## src/rtl/usb_rx_nrzi_unstuff.sv

```systemverilog
`default_nettype none
// ============================================================================
// Module      : usb_rx_nrzi_unstuff
// Description : USB receive front end sitting directly ahead of the SIPO.
//               - Decodes the NRZI line.
//               - Locks onto the SYNC pattern.
//               - Removes stuffed zeros, emitting one shift pulse per true
//                 data bit.
//               - Detects end-of-packet and flags line errors.
// Revision    : 1.0 - initial release
// ============================================================================
module usb_rx_nrzi_unstuff #(
    parameter int SYNC_MIN_ZEROS = 5,
    parameter int STUFF_LEN      = 6
) (
    input  logic CLK,
    input  logic RST,
    input  logic bit_strobe,
    input  logic line_j,
    input  logic se0,
    output logic serial_in,
    output logic shift_enable,
    output logic pkt_active,
    output logic sync_found,
    output logic eop,
    output logic rx_err
);

    localparam int ONES_W = $clog2(STUFF_LEN + 1);

    localparam logic [ONES_W-1:0] c_stuff_len = ONES_W'(STUFF_LEN);
    localparam logic [3:0]        c_sync_min  = 4'(SYNC_MIN_ZEROS);
    localparam logic [3:0]        c_zero_max  = 4'd15;

    typedef enum logic [2:0] {
        S_IDLE  = 3'd0,
        S_SYNC  = 3'd1,
        S_DATA  = 3'd2,
        S_EOP   = 3'd3,
        S_ABORT = 3'd4
    } state_t;

    state_t             r_state;
    logic               r_prev_level;
    logic [ONES_W-1:0]  r_ones_cnt;
    logic [3:0]         r_zero_cnt;
    logic               r_abort_se0;

    // NRZI: an unchanged line level is a one, a transition is a zero
    logic w_d;
    assign w_d = (line_j == r_prev_level);

    // Single registered FSM; every output is a register updated on strobes
    always_ff @(posedge CLK) begin
        if (RST) begin
            r_state      <= S_IDLE;
            r_prev_level <= 1'b1;
            r_ones_cnt   <= '0;
            r_zero_cnt   <= '0;
            r_abort_se0  <= 1'b0;
            serial_in    <= 1'b0;
            shift_enable <= 1'b0;
            pkt_active   <= 1'b0;
            sync_found   <= 1'b0;
            eop          <= 1'b0;
            rx_err       <= 1'b0;
        end else begin
            // Pulse outputs are one cycle wide by default
            shift_enable <= 1'b0;
            sync_found   <= 1'b0;
            eop          <= 1'b0;
            rx_err       <= 1'b0;

            if (bit_strobe) begin
                // SE0 carries no differential level, so the NRZI reference holds
                if (!se0) begin
                    r_prev_level <= line_j;
                end

                case (r_state)
                    S_IDLE: begin
                        if (!se0 && !line_j) begin
                            r_state    <= S_SYNC;
                            r_zero_cnt <= 4'd1;
                        end
                    end

                    S_SYNC: begin
                        if (se0) begin
                            r_state      <= S_IDLE;
                            r_prev_level <= 1'b1;
                        end else if (!w_d) begin
                            if (r_zero_cnt != c_zero_max) begin
                                r_zero_cnt <= r_zero_cnt + 4'd1;
                            end
                        end else if (r_zero_cnt >= c_sync_min) begin
                            // The SYNC's closing one starts the stuffing run
                            r_state    <= S_DATA;
                            sync_found <= 1'b1;
                            pkt_active <= 1'b1;
                            r_ones_cnt <= ONES_W'(1);
                        end else begin
                            r_state      <= S_IDLE;
                            r_prev_level <= 1'b1;
                        end
                    end

                    S_DATA: begin
                        if (se0) begin
                            // A stuff bit still owed at EOP is legal
                            r_state <= S_EOP;
                        end else if (r_ones_cnt == c_stuff_len) begin
                            if (!w_d) begin
                                r_ones_cnt <= '0;
                            end else begin
                                rx_err      <= 1'b1;
                                r_state     <= S_ABORT;
                                r_abort_se0 <= 1'b0;
                            end
                        end else begin
                            shift_enable <= 1'b1;
                            serial_in    <= w_d;
                            r_ones_cnt   <= w_d ? (r_ones_cnt + ONES_W'(1)) : '0;
                        end
                    end

                    S_EOP: begin
                        if (!se0) begin
                            if (line_j) begin
                                eop <= 1'b1;
                            end else begin
                                rx_err <= 1'b1;
                            end
                            pkt_active   <= 1'b0;
                            r_state      <= S_IDLE;
                            r_prev_level <= 1'b1;
                        end
                    end

                    S_ABORT: begin
                        // Wait out the rest of the packet: SE0 then J
                        if (se0) begin
                            r_abort_se0 <= 1'b1;
                        end else if (line_j && r_abort_se0) begin
                            pkt_active   <= 1'b0;
                            r_state      <= S_IDLE;
                            r_prev_level <= 1'b1;
                            r_abort_se0  <= 1'b0;
                        end
                    end

                    default: begin
                        r_state      <= S_IDLE;
                        r_prev_level <= 1'b1;
                        pkt_active   <= 1'b0;
                    end
                endcase
            end
        end
    end

endmodule
`default_nettype wire

```

## config.mk

```make
export PLATFORM = sky130hd
export DESIGN_NAME = usb_rx_nrzi_unstuff
export DESIGN_NICKNAME = d
export VERILOG_FILES = /design/src/rtl/usb_rx_nrzi_unstuff.sv
export SDC_FILE = /design/constraint.sdc
export NUM_CORES = 1
export LEC_CHECK = 0
export BUFFER_PORTS_ARGS = -buffer_cell sky130_fd_sc_hd__buf_2
export CAP_MARGIN = 20
export CORE_ASPECT_RATIO = 1.4
export CORE_MARGIN = 2
export CORE_UTILIZATION = 50
export CTS_CLUSTER_DIAMETER = 200
export DETAILED_ROUTE_END_ITERATION = 8
export GPL_ROUTABILITY_DRIVEN = 0
export PLACE_DENSITY = 0.72
export SYNTH_ARGS = -nofsm -noshare
export SYNTH_HDL_FRONTEND = slang
export SYNTH_SLANG_ARGS = --single-unit
```

## constraint.sdc

```tcl
create_clock -name CLK -period 1.86 [get_ports CLK]
set_input_delay 0.558 -clock CLK [delete_from_list [all_inputs] [get_ports CLK]]
set_output_delay 0.558 -clock CLK [all_outputs]
set_load 0.01 [all_outputs]
```

==> metrics.cfg <==
[critical_path]
crit_type=reg2reg
cp.required_ns=2.08
crit_path_max_fanout=4
cp_data_arrival_time_ns=2.02
endpoint_kind=flop
startpoint_type=flop
r2r_cells=7

[route]
drt-total-wl_mm=3.10
vias=1178
viasPerCell=6.10
drc=0
dr.first_iter.drc_count=33
drt-pass1-iter-count=4
drt-wirelength-per-cell_um=16.1
antenna_left=0

[layout]
fill_cells=205
final_core_util_pct=64.1
fin_cells=193
postLayoutCellArea_mm2=0.00152
mostFrequentLayoutCell=buf_4
diodes=0
drive_gt1_share_pct=38.8
area_growth_pct=23.2
num-nets-final=181
final_cell_mix=buf_4, dfxtp_1, nand2_1, buf_2

[timing]
slew_headroom_pct=69.5
maxSlewViolCount=0
fin_setup_tns_ns=0
worstMarginPinSlew_ns=0.457
setup_viol=0
max_freq_ghz=0.556
fin_crit_ns=1.80
setup_slack_ns=0.0619
finalClockSkew_ns=0.00548
finalHoldViolCount=0
fin_crit_sh_pct=96.7

[yosys]
syn_nets=147
yosys_warnings=0
syn_inst=137
yosys_most_used_dff=dfxtp_1
seq_area_frac_synth_pct=29.3
synthArstFlopShare_pct=0
mappedNetlistArea_mm2=0.00123
synth_edf_count=0
netlist-cell-type-count=52
synth-seq-cells=18
avgSynthCellArea_um2=8.99

[placement]
place_inst=188
hpwlAfterDp_mm=2.35
place_area_mm2=0.00145
place_ws_ns=-0.159
port_buffers=10

[floorplanning]
ioPinCount=11
die_h_um=62.7
start_util_pct=52.1
rows=21
die-width_um=45.9
coreArea_mm2=0.00236
die_area_mm2=0.00288

[grt]
grt-ovfl-total=0
grt_util_all_layers_pct=24.4
antenna_found_initial=0
grt_pass1_vias=1180
grt_pass1_wl_mm=5.27
grt_max_degree=14

[clocking]
cts_tree=built
cts_root_buf=clkbuf_4
cts_buffers=3
clockBufferDepth=2
cts_sinks=18
htreeDepth=1
clk_latency_ns=0.30
clk_pin_slew_ns=0.11

[worst_hold_path]
hp-class=reg2reg
holdPathStages=2

[power]
ir_drop_v=0.000389
power_density_mw_per_mm2=538
leakage_uw=0.000600

[run_status]
outcome=finished, final reports clean

[run]
drv_cap=0

==> final cells by class <==
cell class	count	area, um2	share of cell area [%]
clock buffer	4	36.3	2.39
inverter	7	26.3	1.73
multi-input combinational	104	808	53.3
sequential	18	364	24.0
tap	23	28.8	1.90
timing repair buffer	37	253	16.7
==> layer usage <==
metal  wire length [um]  vias up  global-route usage, %  part of all wire [%]
met1               1200      546                   31.2                    39
met2               1620       54                   37.7                    52
met5                  0        -                      0                     0
li1                   -      566                      -                     -
met4                110        0                   13.2                   3.5
met3                171       12                   3.47                   5.5
==> metrics by stage <==
stage	total power [uW]	hold slack, ns
floorplan	501	0.444
global placement	556	0.460
detailed placement	561	0.478
CTS	811	0.493
global route	856	0.516
finish	816	0.486
==> synth_stat cells (all sizes together), types with 2 or more instances <==
| library cell | instances | area share, % |
|---|---|---|
| o311ai | 2 | 1.4 |
| nand2b | 2 | 1.0 |
| ha | 5 | 5.1 |
| nand2 | 14 | 4.3 |
| buf | 6 | 4.1 |
| nor4b | 2 | 2.6 |
| dfxtp | 18 | 29 |
| xnor2 | 4 | 2.8 |
| inv | 7 | 2.1 |
| nor3 | 3 | 1.2 |
| nor3b | 4 | 3.7 |
| nor2b | 3 | 1.5 |
| nor2 | 9 | 2.7 |
| nand4 | 3 | 2.0 |
| a221oi | 2 | 2.8 |
| nor4 | 3 | 2.0 |
| nand3 | 8 | 3.3 |
| and3 | 2 | 1.1 |
| a21oi | 12 | 5.5 |
| o21ai | 5 | 2.0 |
| nand3b | 3 | 2.1 |
==> timing repair <==
item,4_1_cts,5_1_grt
setup endpoints to repair,3,5
resized for setup,4,4
pin swaps,1,2
hold buffers,0,0
setup buffers,1,0
==> power by group <==
part | switching [uW] | leakage, uW | total (uW) | internal (uW)
Combinational | 81.1 | 0.000433 | 154 | 73.3
Clock | 137 | 0.0000210 | 256 | 119
Sequential | 14.8 | 0.000146 | 406 | 391
Total | 232 | 0.000600 | 816 | 584
==> worst paths after layout <==
path,from,endpoint,slack [ns]
worst min register to register,serial_in,serial_in,0.49
worst max-delay path,r_zero_cnt[1],r_ones_cnt[0],0.06
worst min-delay path,serial_in,serial_in,0.49
worst max register to register,r_zero_cnt[1],r_ones_cnt[0],0.06
==> worst max-delay path: stages (launching register included) <==
cell and delay [ns]:
dfxtp_1 0.42, inv_1 0.09, ha_1 0.18, nand2b_1 0.18, a221oi_2 0.35, nor4b_4 0.11, buf_4 0.15, a311oi_1 0.24
==> flip-flops by register name, summed over array words and instances, names as in the netlist <==
register      cells
r_zero_cnt        4
r_ones_cnt        3
r_state           3
eop               1
pkt_active        1
r_abort_se0       1
r_prev_level      1
rx_err            1
serial_in         1
shift_enable      1
sync_found        1
==> cells by family after synthesis <==
family	share of synthesized area, %
XOR/XNOR	5.08
adder cells (fa/ha/maj)	5.08
multiplexers	0.813
buffers and inverters	7.52
AND/OR/NAND/NOR	30.6
flip-flops	29.3
AO/OA/AOI/OAI	21.6
No activity file was read; power rests on OpenSTA's default activity.
